## src/rtl/pwm_capture8b_pkg.sv

```systemverilog
// Shared definitions for the PWM duty-capture block: FSM state encoding,
// the 8-bit saturation limit and a saturating narrowing helper.
package pwm_capture8b_pkg;

    typedef enum logic [1:0] {
        IDLE    = 2'd0,
        SETTLE  = 2'd1,
        MEASURE = 2'd2
    } state_t;

    localparam logic [7:0] SAT_MAX = 8'd255;

    // Clamp a window sum into the 8-bit result range.
    function automatic logic [7:0] sat8(input logic [31:0] x);
        return (x > 32'(SAT_MAX)) ? SAT_MAX : x[7:0];
    endfunction

endpackage

```

## src/rtl/pwm_capture8b_if.sv

```systemverilog
// Measurement-side signal bundle of the PWM duty-capture block.
// master: the logic driving enable/pin and consuming results.
// slave:  the capture block itself.
interface pwm_capture8b_if;

    logic       en;
    logic       pwm_in;
    logic [7:0] value_out;
    logic       valid;
    logic       full_high;
    logic       locked;

    modport master (
        output en,
        output pwm_in,
        input  value_out,
        input  valid,
        input  full_high,
        input  locked
    );

    modport slave (
        input  en,
        input  pwm_in,
        output value_out,
        output valid,
        output full_high,
        output locked
    );

endinterface

```

## src/rtl/pwm_capture8b_sync_ff.sv

```systemverilog
// Parameterized flop chain for bringing an asynchronous pin into the clk
// domain. Synchronous active-low reset clears every stage.
module pwm_capture8b_sync_ff #(
    parameter int unsigned STAGES = 2
) (
    input  logic clk,
    input  logic rst_n,
    input  logic d,
    output logic q
);

    logic [STAGES-1:0] chain;

    // Shift the pin value one stage deeper every clock.
    always_ff @(posedge clk) begin
        if (!rst_n) begin
            chain <= '0;
        end else begin
            chain <= {chain[STAGES-2:0], d};
        end
    end

    assign q = chain[STAGES-1];

endmodule

```

## src/rtl/pwm_capture8b.sv

```systemverilog
// Recovers the 8-bit duty value of a 256-clock-period PWM input by counting
// high samples over back-to-back windows of 2**WIN_BITS clocks. Each result
// is published with a one-cycle valid strobe; locked reports that the last
// LOCK_COUNT window sums were identical.
module pwm_capture8b
    import pwm_capture8b_pkg::*;
#(
    parameter int unsigned SYNC_STAGES = 2,
    parameter int unsigned WIN_BITS    = 8,
    parameter int unsigned LOCK_COUNT  = 2
) (
    input  logic           clk,
    input  logic           rst_n,
    pwm_capture8b_if.slave bus
);

    localparam int unsigned SUM_W = WIN_BITS + 1;
    localparam int unsigned MC_W  = $clog2(LOCK_COUNT);

    // Settle spans the synchronizer depth twice: once for the chain to fill
    // with live pin samples, once more so the first measured sample is clean.
    localparam logic [WIN_BITS-1:0] SETTLE_LAST = WIN_BITS'(2 * SYNC_STAGES - 1);
    localparam logic [SUM_W-1:0]    FULL_SUM    = {1'b1, {WIN_BITS{1'b0}}};
    localparam logic [MC_W-1:0]     LOCK_LAST   = MC_W'(LOCK_COUNT - 1);

    logic                s;
    state_t              state;
    logic [WIN_BITS-1:0] win_cnt;
    logic [SUM_W-1:0]    acc;
    logic [SUM_W-1:0]    prev_sum;
    logic [SUM_W-1:0]    sum;
    logic [MC_W-1:0]     match_cnt;
    logic [MC_W-1:0]     match_nxt;

    logic [7:0]          value_q;
    logic                valid_q;
    logic                full_high_q;
    logic                locked_q;

    pwm_capture8b_sync_ff #(
        .STAGES (SYNC_STAGES)
    ) u_sync (
        .clk   (clk),
        .rst_n (rst_n),
        .d     (bus.pwm_in),
        .q     (s)
    );

    // Running window total including the current sample.
    always_comb begin
        sum = acc + SUM_W'(s);
    end

    // Consecutive-match counter as it would be after this window closes.
    always_comb begin
        match_nxt = '0;
        if (sum == prev_sum) begin
            if (match_cnt == LOCK_LAST) begin
                match_nxt = match_cnt;
            end else begin
                match_nxt = match_cnt + MC_W'(1);
            end
        end
    end

    // Capture FSM: idle, flush the synchronizer, then measure windows
    // back to back, registering each result at the window's last sample.
    always_ff @(posedge clk) begin
        if (!rst_n) begin
            state       <= IDLE;
            win_cnt     <= '0;
            acc         <= '0;
            prev_sum    <= '0;
            match_cnt   <= '0;
            value_q     <= '0;
            valid_q     <= 1'b0;
            full_high_q <= 1'b0;
            locked_q    <= 1'b0;
        end else begin
            valid_q <= 1'b0;
            if (!bus.en) begin
                // Abort: partial window discarded, results held, lock lost.
                state     <= IDLE;
                win_cnt   <= '0;
                acc       <= '0;
                match_cnt <= '0;
                locked_q  <= 1'b0;
            end else begin
                case (state)
                    IDLE: begin
                        win_cnt  <= '0;
                        acc      <= '0;
                        // Unreachable sum value, so the first window never matches.
                        prev_sum <= '1;
                        state    <= SETTLE;
                    end
                    SETTLE: begin
                        acc <= '0;
                        if (win_cnt == SETTLE_LAST) begin
                            win_cnt <= '0;
                            state   <= MEASURE;
                        end else begin
                            win_cnt <= win_cnt + WIN_BITS'(1);
                        end
                    end
                    MEASURE: begin
                        win_cnt <= win_cnt + WIN_BITS'(1);
                        if (win_cnt == '1) begin
                            acc         <= '0;
                            valid_q     <= 1'b1;
                            value_q     <= sat8(32'(sum));
                            full_high_q <= (sum == FULL_SUM);
                            match_cnt   <= match_nxt;
                            locked_q    <= (match_nxt == LOCK_LAST);
                            prev_sum    <= sum;
                        end else begin
                            acc <= sum;
                        end
                    end
                    default: begin
                        state   <= IDLE;
                        win_cnt <= '0;
                        acc     <= '0;
                    end
                endcase
            end
        end
    end

    assign bus.value_out = value_q;
    assign bus.valid     = valid_q;
    assign bus.full_high = full_high_q;
    assign bus.locked    = locked_q;

endmodule

```

## src/flat_wrapper.sv

```systemverilog
// flat-port wrapper written by rule: the top's interface ports become plain ports
module pwm_capture8b_flat import pwm_capture8b_pkg::*;
#(
    parameter int unsigned SYNC_STAGES = 2,
    parameter int unsigned WIN_BITS    = 8,
    parameter int unsigned LOCK_COUNT  = 2
)
  (clk, rst_n, bus_en, bus_pwm_in, bus_value_out, bus_valid, bus_full_high, bus_locked);
  pwm_capture8b_if bus_i ();
  input  logic clk;
  input  logic rst_n;
  input wire logic [$bits(bus_i.en)-1:0] bus_en;
  input wire logic [$bits(bus_i.pwm_in)-1:0] bus_pwm_in;
  output wire logic [$bits(bus_i.value_out)-1:0] bus_value_out;
  output wire logic [$bits(bus_i.valid)-1:0] bus_valid;
  output wire logic [$bits(bus_i.full_high)-1:0] bus_full_high;
  output wire logic [$bits(bus_i.locked)-1:0] bus_locked;
  assign bus_i.en = bus_en;
  assign bus_i.pwm_in = bus_pwm_in;
  assign bus_value_out = bus_i.value_out;
  assign bus_valid = bus_i.valid;
  assign bus_full_high = bus_i.full_high;
  assign bus_locked = bus_i.locked;
  pwm_capture8b #(.SYNC_STAGES(SYNC_STAGES), .WIN_BITS(WIN_BITS), .LOCK_COUNT(LOCK_COUNT)) u_core (.clk(clk), .rst_n(rst_n), .bus(bus_i));
endmodule
```

## config.mk

```make
export PLATFORM = sky130hd
export DESIGN_NAME = pwm_capture8b_flat
export DESIGN_NICKNAME = d
export VERILOG_FILES = /design/src/rtl/pwm_capture8b_pkg.sv /design/src/rtl/pwm_capture8b_if.sv /design/src/rtl/pwm_capture8b_sync_ff.sv /design/src/rtl/pwm_capture8b.sv /design/src/flat_wrapper.sv
export SDC_FILE = /design/constraint.sdc
export NUM_CORES = 1
export LEC_CHECK = 0
export ABC_AREA = 1
export BUFFER_PORTS_ARGS = -buffer_cell sky130_fd_sc_hd__buf_2
export CAP_MARGIN = 20
export CELL_PAD_IN_SITES_DETAIL_PLACEMENT = 0
export CELL_PAD_IN_SITES_GLOBAL_PLACEMENT = 1
export CORE_AREA = 2 2 74 76
export CTS_CLUSTER_DIAMETER = 40
export DETAILED_ROUTE_END_ITERATION = 16
export DIE_AREA = 0 0 76 78
export PLACE_DENSITY_LB_ADDON = 0.1
export SLEW_MARGIN = 15
export SYNTH_ARGS = -nofsm -noshare
export SYNTH_HDL_FRONTEND = slang
export SYNTH_SLANG_ARGS = --single-unit
```

## constraint.sdc

```tcl
create_clock -name clk -period 1.5 [get_ports clk]
set_clock_uncertainty 0.05 [all_clocks]
set_input_delay 0.15 -clock clk [delete_from_list [all_inputs] [get_ports clk]]
set_output_delay 0.15 -clock clk [all_outputs]
set_load 0.03 [all_outputs]
```

Word level (Yosys, flattened, before mapping)
Index checks and enable logic that the tools add are counted.
- mux-type cells: 10
- $lt $le $gt $ge: 1
- equality and inequality tests: 8
- bitwise gates (word level): 3
- $add $sub $neg: 3
- reduce and logical (&&, ||, !) cells: 9
- operators by type and width (operator ; count):
    9-bit case mux with 2 select lines ; 1
    8-bit 2-to-1 mux ; 2
    8-bit case mux with 2 select lines ; 1
    9-bit by 1-bit adder with 9-bit output ; 1
    9-bit equality test ; 1
    9-bit equality test, second input constant ; 1
    9-bit by 8-bit > comparator with 1-bit output, second input constant ; 1
    9-bit 2-to-1 mux ; 1
    3-bit AND reduction ; 3
    8-bit by 1-bit adder with 8-bit output, second input constant ; 1
    8-bit by 2-bit equality test with 1-bit output, second input constant ; 1
    8-bit equality test, second input constant ; 1
    2-bit case mux with 3 select lines ; 1
    2-bit AND reduction ; 3
    2-bit by 1-bit inequality test with 1-bit output, second input constant ; 2
    4-bit OR reduction ; 1
    1-bit 2-to-1 mux ; 3
    1-bit inverter ; 3
    2-bit by 1-bit equality test with 1-bit output, second input constant ; 1
    2-bit equality test, second input constant ; 1
    2-bit logical NOT ; 1
    2-bit 2-to-1 mux ; 1
    2-bit nonzero test ; 1
    1-bit adder, second input constant ; 1
- bits of input ports: 4
- register bits: 41
- output and inout bits: 11

Longest topological paths before layout
Gate-level depths: netlist of run 1.
- word-level depth: 3
- depth in mapped cells: 12

Hierarchy
A second synthesis of run 1 with hierarchy kept.
- cell total of the unflattened synthesis: 251
- area, all modules: 1886.8 µm²
- modules (own cells, without submodules) (module ; times used ; sequential area each (µm²) ; cells an instance ; area an instance (µm²)):
    pwm_capture8b ; 1 ; 780.7 ; 245 ; 1831.8
    pwm_capture8b_sync_ff ; 1 ; 40.0 ; 6 ; 55.1

Worst setup path before layout of run 1
Ideal clock, no wire load.
- path type: register -> register
- start point: register u_core.acc[0]
- end point: register u_core.prev_sum[8]
- stages on the path, launching flop included: 10
- clock period less this slack: 1640 ps
- setup slack: -140 ps
- arrival: 1469 ps
- cell sequence: dfxtp_1 > ha_1 > ha_1 > nand3_1 > nor2_1 > nand3_1 > nand2_1 > nand2_1 > nor3_1 > a211oi_1
- cells in the longest elaborated chain, start to end: 3
- ends and longest elaborated chain (element ; RTL line ; RTL):
    start, declared ; pwm_capture8b.sv:29 ; logic [SUM_W-1:0] acc;
    start signal, assigned ; pwm_capture8b.sv:117 ; acc <= sum;
    9-bit by 1-bit adder with 9-bit output ; pwm_capture8b.sv:51 ; sum = acc + SUM_W'(s);
    9-bit 2-to-1 mux ; pwm_capture8b.sv:108 ; if (win_cnt == '1) begin
    9-bit case mux with 2 select lines ; pwm_capture8b.sv:89 ; case (state)
    end signal, assigned ; pwm_capture8b.sv:115 ; prev_sum <= sum;
    end, declared ; pwm_capture8b.sv:30 ; logic [SUM_W-1:0] prev_sum;
No other way between the ends. The select of a mux whose other input is x is not followed.
A chain may end at the register's enable or synchronous reset.

Final worst setup path of run 1
- start point: register u_core.u_sync.chain[1]
- end point: register u_core.value_q[7], in the netlist u_core.bus.value_out[7]
- cells in the longest elaborated chain, start to end: 3
- ends and longest elaborated chain (element ; RTL line ; RTL):
    start, declared ; pwm_capture8b_sync_ff.sv:12 ; logic [STAGES-1:0] chain;
    start signal, assigned ; pwm_capture8b_sync_ff.sv:19 ; chain <= {chain[STAGES-2:0], d};
    9-bit by 1-bit adder with 9-bit output (*) ; pwm_capture8b.sv:51 ;
    9-bit by 8-bit > comparator with 1-bit output ; pwm_capture8b_pkg.sv:15 ; return (x > 32'(SAT_MAX)) ? SAT_MAX : x[7:0];
    8-bit 2-to-1 mux (*) ; pwm_capture8b_pkg.sv:15 ;
    end signal, assigned ; pwm_capture8b.sv:111 ; value_q <= sat8(32'(sum));
    end, declared ; pwm_capture8b.sv:35 ; logic [7:0] value_q;
Mark *: on every way between the ends. The rest lies on a longest branch, timed or not.

==> results.sh, run 1 <==
export IMPL_cts_root_buf="clkbuf_8"
export IMPL_crit_path_max_incr_delay_ns=0.35
export IMPL_ys_seq_area_frac=0.429
export IMPL_rr_worst_depth=9
export IMPL_start_util=0.379
export IMPL_worst_pin_slew_ns=0.351
export IMPL_pre_cts_slack_ns=-0.236
export IMPL_layout_min_cycle_time_ns=1.66
export IMPL_viasPerCell=4.66
export IMPL_powerDensity_nw_per_um2=718
export IMPL_finalCritPeriodShare=1.10
export IMPL_rows=26
export IMPL_synth_edff_count=0
export IMPL_ir_drop_uv=584
export IMPL_avgSynthCellArea_um2=7.11
export IMPL_violations="setup timing"
export IMPL_clockBufferDepth=2
export IMPL_required_ns=1.67
export IMPL_finalMaxSlewViolations=0
export IMPL_drtIter0Drc=55
export IMPL_start_kind="register"
export IMPL_core_um2=5040
export IMPL_slew_headroom=0.764
export IMPL_drc=0
export IMPL_crit_path_end_kind="register"
export IMPL_critical_path_class="register to register"
export IMPL_routedWlPerCell_um=12.0
export IMPL_wl_um=4740
export IMPL_drive_above_1_share=0.425
export IMPL_place_detailed_hpwl_um=3400
export IMPL_synth_nets=279
export IMPL_rsz0062_at_grt="yes"
export IMPL_crit_chain="ha_4 > ha_4 > nand3_4 > nor2_4 > nand4_1 > buf_4 > nand2_8 > inv_8 > a31oi_4"
export IMPL_clk_latency_ns=0.29
export IMPL_grt_max_degree=20
export IMPL_ant_nets=0
export IMPL_finalSetupViolCount=16
export IMPL_grt_pass1_wl_um=8270
export IMPL_synthDistinctLibCells=23
export IMPL_worstHoldStart="rst_n"
export IMPL_rrSetupSlack_ns=-0.16
export IMPL_reg2reg_from="u_core.u_sync.chain[1]$_SDFF_PN0_"
export IMPL_fp_dieW_um=76
export IMPL_finalHoldViolCount=0
export IMPL_drv_cap=0
export IMPL_synth_top_area_share=0.429
export IMPL_path_clk_slew_ns=0.08
export IMPL_cpMaxStageDelayCell="dfxtp_2"
export IMPL_antenna_found_initial=0
export IMPL_dr_pass1_iters=4
export IMPL_crit_fanout=9
export IMPL_hold_ws_ns=0.102
export IMPL_gr_total_overflow=0
export IMPL_post_route_util=0.569
export IMPL_first_global_vias=1814
export IMPL_die_area_um2=5930
export IMPL_synth_ff_type="dfxtp_1"
export IMPL_ys_async_sr_fraction=0
export IMPL_numCtsBuffers=5
export IMPL_port_buffers=14
export IMPL_yosys_warnings=0
export IMPL_hp_class="primary input to register"
export IMPL_globalplace_congestion=0.747
export IMPL_synth_top_cell_by_area="dfxtp_1"
export IMPL_tritoncts="yes"
export IMPL_status="complete, but fails checks"
export IMPL_ioPinCount=15
export IMPL_synth_cells=269
export IMPL_ys_seq_elements=41
export IMPL_htreeDepth=2
export IMPL_hold_path_end="u_core.bus.valid$_SDFF_PN0_"
export IMPL_p_leak_uw=0.00113
export IMPL_worstHoldPathCells=3
export IMPL_area_growth_pct=50.2
export IMPL_fin_tns_setup_ns=-1.57
export IMPL_num_vias=1842
export IMPL_fmax_mhz=603
export IMPL_fillers=493
export IMPL_fin_nets=334
export IMPL_cts_sinks=41
export IMPL_synth_area_um2=1910
export IMPL_synth_area_leaders="dfxtp_1 43%, nand2_1 12%, inv_1 7.5%, nand3_1 6.0%, nor2_1 5.3%"
export IMPL_crit_arrival_ns=1.83
export IMPL_fin_ws_ns=-0.157
export IMPL_grt_use_total=0.173
export IMPL_dieHeight_um=78
export IMPL_crit_top_cell="ha_4"
export IMPL_timing_rr_end="u_core.bus.value_out[7]$_SDFFE_PN0P_"
export IMPL_antennaDiodeCount=0
flip-flops by register name, summed over array words and instances, names as in the netlist:
register              flops
u_core.bus.full_high      1
u_core.bus.valid          1
u_core.match_cnt          1
u_core.state              2
u_core.win_cnt            8
u_core.bus.value_out      8
u_core.prev_sum           9
u_core.acc                9
u_core.u_sync.chain       2
how the worst max path moves through the flow:
stage / from / endpoint / depth (start not counted)
floorplan: u_core.acc[0]$_SDFF_PP0_ / u_core.match_cnt$_SDFFE_PN0P_ / 12
global placement: u_core.u_sync.chain[1]$_SDFF_PN0_ / u_core.match_cnt$_SDFFE_PN0P_ / 11
detailed placement: u_core.u_sync.chain[1]$_SDFF_PN0_ / u_core.match_cnt$_SDFFE_PN0P_ / 11
CTS: u_core.u_sync.chain[1]$_SDFF_PN0_ / u_core.match_cnt$_SDFFE_PN0P_ / 11
global route: u_core.u_sync.chain[1]$_SDFF_PN0_ / u_core.bus.value_out[7]$_SDFFE_PN0P_ / 9
finish: u_core.u_sync.chain[1]$_SDFF_PN0_ / u_core.bus.value_out[7]$_SDFFE_PN0P_ / 9
cells in the mapped netlist, types with 2 or more instances:
cell	count
nand2_1	61
dfxtp_1	41
inv_1	38
nor2_1	27
nand3_1	23
o21ai_0	20
a21oi_1	13
a31oi_1	8
ha_1	6
nand4_1	4
nor3_1	4
clkbuf_1	3
inv_2	3
nand2_2	3
nor4_1	3
a211oi_1	2
nor2_4	2
nor3b_1	2
xor2_1	2
worst max-delay path, delay by kind of cell (launching register included):
kind	cells	cell delay (ns)
AO/OA/AOI/OAI	1	0.17
adder cells (fa/ha/maj)	2	0.30
flip-flops	1	0.35
buffers and inverters	2	0.25
AND/OR/NAND/NOR	4	0.46
per-stage QoR:
stage                     cells  area (um2)  total power, uW
final                       395        2870             2060
after global routing        395        2870             2170
after CTS                   393        2630             2080
after detailed placement    384        2400             1270
after global placement      384        2400             1260
after floorplan             269        1990             1230
layout by cell type (no fill, tap or decap), drive strengths merged, types with 6 or more instances in the layout:
| cell type | count |
|---|---|
| o21ai | 20 |
| a31oi | 8 |
| clkbuf | 7 |
| inv | 40 |
| nand3 | 23 |
| nand2 | 65 |
| a21oi | 13 |
| dfxtp | 41 |
| buf | 52 |
| nor2 | 29 |
| ha | 6 |
area by class of cell:
type | count | area (um2) | share of cell area
well taps | 70 | 87.6 | 0.0305
multi-input cells | 182 | 1300 | 0.452
inverters | 41 | 171 | 0.0597
flip-flops and latches | 41 | 828 | 0.288
repair buffers | 53 | 385 | 0.134
clock inverters | 1 | 5.00 | 0.00174
clock buffers | 7 | 96.3 | 0.0336
cell families (layout without fill, tap and decap cells):
family	after synthesis	in the layout	synth area share
compound gates	43	43	0.120
xor+xnor	2	2	0.00916
fa+ha+maj	6	6	0.0393
buf+inv	46	102	0.0962
flops	41	41	0.429
simple gates	131	131	0.306
per-layer routing:
layer | routed length, um | vias to the layer above | global-route usage
li1 | - | 984 | -
met1 | 2270 | 843 | 0.223
met2 | 2300 | 10 | 0.291
met3 | 105 | 5 | 0.0419
met4 | 61 | 0 | 0.0491
met5 | 0 | - | 0
power by group:
part           leakage (uW)  switching [uW]  internal (uW)
Clock             0.0000542             376            416
Sequential         0.000336            11.4           1110
Combinational      0.000739            87.3           59.0
Total               0.00113             474           1590
repair_timing:
item | in CTS | in global routing
buffers inserted | 0 | 2
setup endpoints to repair | 31 | 33
hold endpoints to repair | 1 | 0
pin swaps | 16 | 15
hold buffers | 1 | 0
gates resized for setup | 41 | 55
No activity file was read; power rests on OpenSTA's default activity.
==> run 2, diff against run 1 <==
Settings changed: SETUP_SLACK_MARGIN set to 0.2.
==> run 2 against run 1 <==
The flow still finishes with violations (setup timing). Wire length shrank 0.63%. Worst hold slack gained 0.016 ns. First-iteration DRC count grew 16%. Clock power shrank 12%. Fmax shrank 2.2%. Sequential share of layout area grew 1.9 points. Critical path type unchanged. Largest cell class unchanged.
==> results.sh, run 2 (synthesis gave the netlist of run 1 again) <==
export IMPL_numCtsBuffers=5
export IMPL_worstPathBufferInverterCount=0
export IMPL_p_leak_uw=0.00110
export IMPL_port_buffers=14
export IMPL_rrSetupSlack_ns=-0.20
export IMPL_wl_um=4710
export IMPL_slew_headroom=0.728
export IMPL_finalCritPeriodShare=1.13
export IMPL_dr_pass1_iters=4
export IMPL_fin_ws_ns=-0.195
export IMPL_finalHoldViolCount=0
export IMPL_area_growth_pct=41.4
export IMPL_first_global_vias=1698
export IMPL_num_vias=1799
export IMPL_core_um2=5040
export IMPL_cts_sinks=41
export IMPL_mostFrequentLayoutCells="48 x nand2_1, 33 x dfxtp_1, 31 x inv_1, 29 x buf_4, 19 x nand3_1"
export IMPL_final_common_cell="nand2_1"
export IMPL_grt_use_total=0.171
export IMPL_fin_nets=330
export IMPL_clockBufferDepth=2
export IMPL_cp_top_family="simple AND/OR/NAND/NOR gates"
export IMPL_crit_arrival_ns=1.87
export IMPL_drc=0
export IMPL_finalMaxSlewViolations=0
export IMPL_ioPinCount=15
export IMPL_rows=26
export IMPL_reg_top3="u_core.acc x9, u_core.prev_sum x9"
export IMPL_hp_class="primary input to register"
export IMPL_fp_dieW_um=76
export IMPL_htreeDepth=2
export IMPL_start_util=0.379
export IMPL_ir_drop_uv=505
export IMPL_rsz0062_at_grt="yes"
export IMPL_drive_above_1_share=0.380
export IMPL_tritoncts="yes"
export IMPL_finalSetupViolCount=17
export IMPL_crit_path_end_kind="register"
export IMPL_powerDensity_nw_per_um2=724
export IMPL_start_kind="register"
export IMPL_status="complete, but fails checks"
export IMPL_gr_total_overflow=0
export IMPL_ant_nets=0
export IMPL_dieHeight_um=78
export IMPL_cpMaxStageDelayCell="dfxtp_2"
export IMPL_worst_pin_slew_ns=0.403
export IMPL_critical_path_class="register to register"
export IMPL_hold_ws_ns=0.119
export IMPL_fmax_mhz=590
export IMPL_globalplace_congestion=0.746
export IMPL_power_total_uw=1960
export IMPL_antennaDiodeCount=0
export IMPL_path_clk_slew_ns=0.08
export IMPL_routedWlPerCell_um=12.0
export IMPL_crit_chain="ha_4 > ha_4 > nand3_4 > nor2_4 > nand4_1 > nand3_1 > nand2_1 > nor2_1 > nand2_1 > a21oi_2"
export IMPL_crit_path_max_incr_delay_ns=0.34
export IMPL_drtIter0Drc=64
export IMPL_layout_min_cycle_time_ns=1.70
export IMPL_drv_cap=0
export IMPL_place_detailed_hpwl_um=3430
export IMPL_die_area_um2=5930
export IMPL_viasPerCell=4.60
export IMPL_crit_fanout=4
export IMPL_grt_max_degree=20
export IMPL_violations="setup timing"
export IMPL_antenna_found_initial=0
export IMPL_clk_latency_ns=0.29
export IMPL_required_ns=1.68
export IMPL_cts_root_buf="clkbuf_8"
export IMPL_grt_pass1_wl_um=7980
-- run 2: per-stage QoR --
stage | area, um2 | utilization | setup WS, ns | instances | setup TNS [ns]
final | 2700 | 0.536 | -0.195 | 391 | -0.964
after floorplan | 2020 | - | 0.0112 | 269 | 0
after global placement | 2380 | 0.472 | -0.257 | 380 | -2.53
after CTS | 2620 | 0.519 | -0.180 | 390 | -1.37
after global routing | 2700 | 0.536 | -0.335 | 391 | -3.58
after detailed placement | 2380 | 0.472 | -0.269 | 380 | -2.38
-- run 2: tightest hold or removal path: cells and delay by family --
family	cells	cell delay, ns
compound gates	1	0.04
buf+inv	1	0.10
simple gates	1	0.12
-- run 2: layer usage --
metal / vias up / routed length, um / part of all wire / global-route usage
li1: 973 / - / - / -
met1: 800 / 2240 / 0.48 / 0.219
met2: 17 / 2250 / 0.48 / 0.279
met3: 9 / 138 / 0.029 / 0.0407
met4: 0 / 78 / 0.017 / 0.0636
met5: - / 0 / 0 / 0
-- run 2: final timing paths --
path,cells past startpoint,start,end
min reg2reg,2,u_core.u_sync.chain[0]$_SDFF_PN0_,u_core.u_sync.chain[1]$_SDFF_PN0_
max reg2reg,10,u_core.u_sync.chain[1]$_SDFF_PN0_,u_core.match_cnt$_SDFFE_PN0P_
max,10,u_core.u_sync.chain[1]$_SDFF_PN0_,u_core.match_cnt$_SDFFE_PN0P_
min,3,rst_n,u_core.match_cnt$_SDFFE_PN0P_
-- run 2: area by class of cell --
| type | instances | area [um2] |
|---|---|---|
| fillers | 500 | 2340 |
| inverters | 41 | 159 |
| clock buffers | 8 | 80.1 |
| multi-input cells | 182 | 1190 |
| repair buffers | 49 | 354 |
| flip-flops and latches | 41 | 831 |
| well taps | 70 | 87.6 |
-- run 2: power breakdown --
| group | internal (uW) | switching (uW) |
|---|---|---|
| Clock | 331 | 367 |
| Sequential | 1110 | 10.9 |
| Combinational | 56.4 | 79.8 |
-- run 2: what timing repair did --
item | in CTS | in global routing
setup endpoints to repair | 38 | 39
hold endpoints to repair | 1 | 0
hold buffers | 1 | 0
pin swaps | 17 | 8
resized for setup | 41 | 24
buffers inserted | 1 | 1
==> run 3, diff against run 2 <==
Settings changed: CORE_AREA 2 2 74 76 to 2 2 73 75, DIE_AREA 0 0 76 78 to 0 0 75 77.
Clock period 1.5 ns to 2 ns, I/O delays scaled along.
==> run 3 against run 2 <==
The run now ends clean. Sequential share of layout area rose by 6.0 points. Worst setup slack improved by 0.51 ns. Clock power fell by 0.6%. Cell count fell by 8.4%. Fmax rose by 0.69%. Non-clock buffer count fell by 33. Sequential power fell by 25%. Critical path type unchanged. Highest routed layer unchanged.
==> results.sh, run 3 (synthesis gave the netlist of run 1 again) <==
export IMPL_crit_fanout=6
export IMPL_ant_nets=0
export IMPL_layout_min_cycle_time_ns=1.68
export IMPL_cts_root_buf="clkbuf_8"
export IMPL_hp_class="primary input to register"
export IMPL_htreeDepth=2
export IMPL_endpoint="u_core.match_cnt$_SDFFE_PN0P_"
export IMPL_wl_um=4280
export IMPL_fin_nets=297
export IMPL_dpl_cell_count=350
export IMPL_drtIter0Drc=81
export IMPL_crit_path_end_kind="register"
export IMPL_p_leak_uw=0.000886
export IMPL_rr_worst_depth=12
export IMPL_start_util=0.384
export IMPL_grt_pass1_wl_um=7330
export IMPL_start_kind="register"
export IMPL_final_common_cell="nand2_1"
export IMPL_path_clk_slew_ns=0.08
export IMPL_fin_tns_setup_ns=0
export IMPL_finalHoldViolCount=0
export IMPL_slew_headroom=0.675
export IMPL_finalSetupViolCount=0
export IMPL_routedWlPerCell_um=12.0
export IMPL_mostFrequentLayoutCells="59 x nand2_1, 39 x dfxtp_1, 36 x inv_1, 25 x nor2_1, 22 x nand3_1"
export IMPL_crit_path_start="u_core.acc[0]$_SDFF_PP0_"
export IMPL_rrSetupSlack_ns=0.32
export IMPL_antennaDiodeCount=0
export IMPL_hold_ws_ns=0.0416
export IMPL_gr_total_overflow=0
export IMPL_reg_top3="u_core.acc x9, u_core.prev_sum x9"
export IMPL_rsz0062_at_grt="yes"
export IMPL_fillers=513
export IMPL_post_route_util=0.450
export IMPL_fmax_mhz=594
export IMPL_critical_path_class="register to register"
export IMPL_clk_latency_ns=0.29
export IMPL_finalMaxSlewViolations=0
export IMPL_dr_pass1_iters=4
export IMPL_required_ns=2.18
export IMPL_fin_area_um2=2240
export IMPL_port_buffers=14
export IMPL_cts_hold_buffers=0
export IMPL_place_detailed_hpwl_um=3190
export IMPL_ir_drop_uv=425
export IMPL_powerDensity_nw_per_um2=721
export IMPL_rows=26
export IMPL_num_vias=1708
export IMPL_final_cells=358
export IMPL_layout_area_seq_um2=823
export IMPL_clockBufferDepth=2
export IMPL_cts_sinks=41
export IMPL_numCtsBuffers=5
export IMPL_dieHeight_um=77
export IMPL_area_growth_pct=17.3
export IMPL_core_um2=4980
export IMPL_drive_above_1_share=0.163
export IMPL_finalCritPeriodShare=0.842
export IMPL_first_global_vias=1577
export IMPL_ioPinCount=15
export IMPL_viasPerCell=4.77
export IMPL_multiInputGateArea_um2=973
export IMPL_crit_arrival_ns=1.86
export IMPL_globalplace_congestion=0.776
export IMPL_placed_cell_area_um2=2050
export IMPL_timing_rr_end="u_core.match_cnt$_SDFFE_PN0P_"
export IMPL_drc=0
export IMPL_die_area_um2=5780
export IMPL_grt_max_degree=20
export IMPL_status="finished, final reports clean"
export IMPL_reg2reg_from="u_core.acc[0]$_SDFF_PP0_"
export IMPL_fp_dieW_um=75
export IMPL_drv_cap=0
export IMPL_worst_pin_slew_ns=0.486
export IMPL_tritoncts="yes"
export IMPL_cts_setup_buffers=0
export IMPL_grt_use_total=0.167
export IMPL_worstHoldStart="bus_pwm_in"
export IMPL_antenna_found_initial=0
## run 3: cell count changes in the layout (fill, tap and decap cells not counted), sizes merged
cell and change:
buf -32, clkbuf -1, dlygate4sd3 -1, bufinv +1
## run 3: critical path: stages (launching register included)
cell and delay [ns]:
dfxtp_2 0.34, ha_4 0.17, ha_4 0.16, nand2_2 0.09
nor2_4 0.15, nand2_1 0.07, nand2_1 0.07, nand3_1 0.07
nand2_1 0.07, nand3_1 0.06, nor2_1 0.13, nand2_1 0.09
a21oi_1 0.11
## run 3: what timing repair did
action,CTS,global route
pin swaps,0,2
endpoints found under the setup margin,19,28
resized for setup,5,23
## run 3: cell type report
cell class              count  area share
clock buffers               7      0.0385
clock inverters             1      0.0134
inverters                  41      0.0698
multi-input cells         182       0.434
flip-flops and latches     41       0.367
well taps                  70      0.0391
repair buffers             16      0.0379
## run 3: per-layer routing
layer,global-route usage,wire [um],up-vias
met5,0,0,-
met4,0.0536,68,0
met3,0.0394,91,7
met2,0.277,2120,11
met1,0.210,2000,783
li1,-,-,907
## run 3: where the power goes
part           internal, uW  total (uW)  switching, uW  leakage (uW)
combinational          28.6        79.7           51.1      0.000493
sequential              834         842           8.32      0.000334
clock                   407         694            286     0.0000585
total                  1270        1620            346      0.000886
## run 3: through the flow
stage,setup slack [ns],total power [uW]
floorplan,0.360,919
global placement,0.126,939
detailed placement,0.0885,938
CTS,0.193,1630
global route,0.164,1690
finish,0.317,1620
## run 3: how the worst min path moves through the flow
stage	endpoint	cells past startpoint
3_5_place_dp	u_core.u_sync.chain[0]$_SDFF_PN0_	3
5_1_grt	u_core.u_sync.chain[0]$_SDFF_PN0_	3
6_report	u_core.u_sync.chain[0]$_SDFF_PN0_	3
2_1_floorplan	u_core.u_sync.chain[0]$_SDFF_PN0_	2
3_3_place_gp	u_core.u_sync.chain[0]$_SDFF_PN0_	3
4_1_cts	u_core.u_sync.chain[0]$_SDFF_PN0_	3
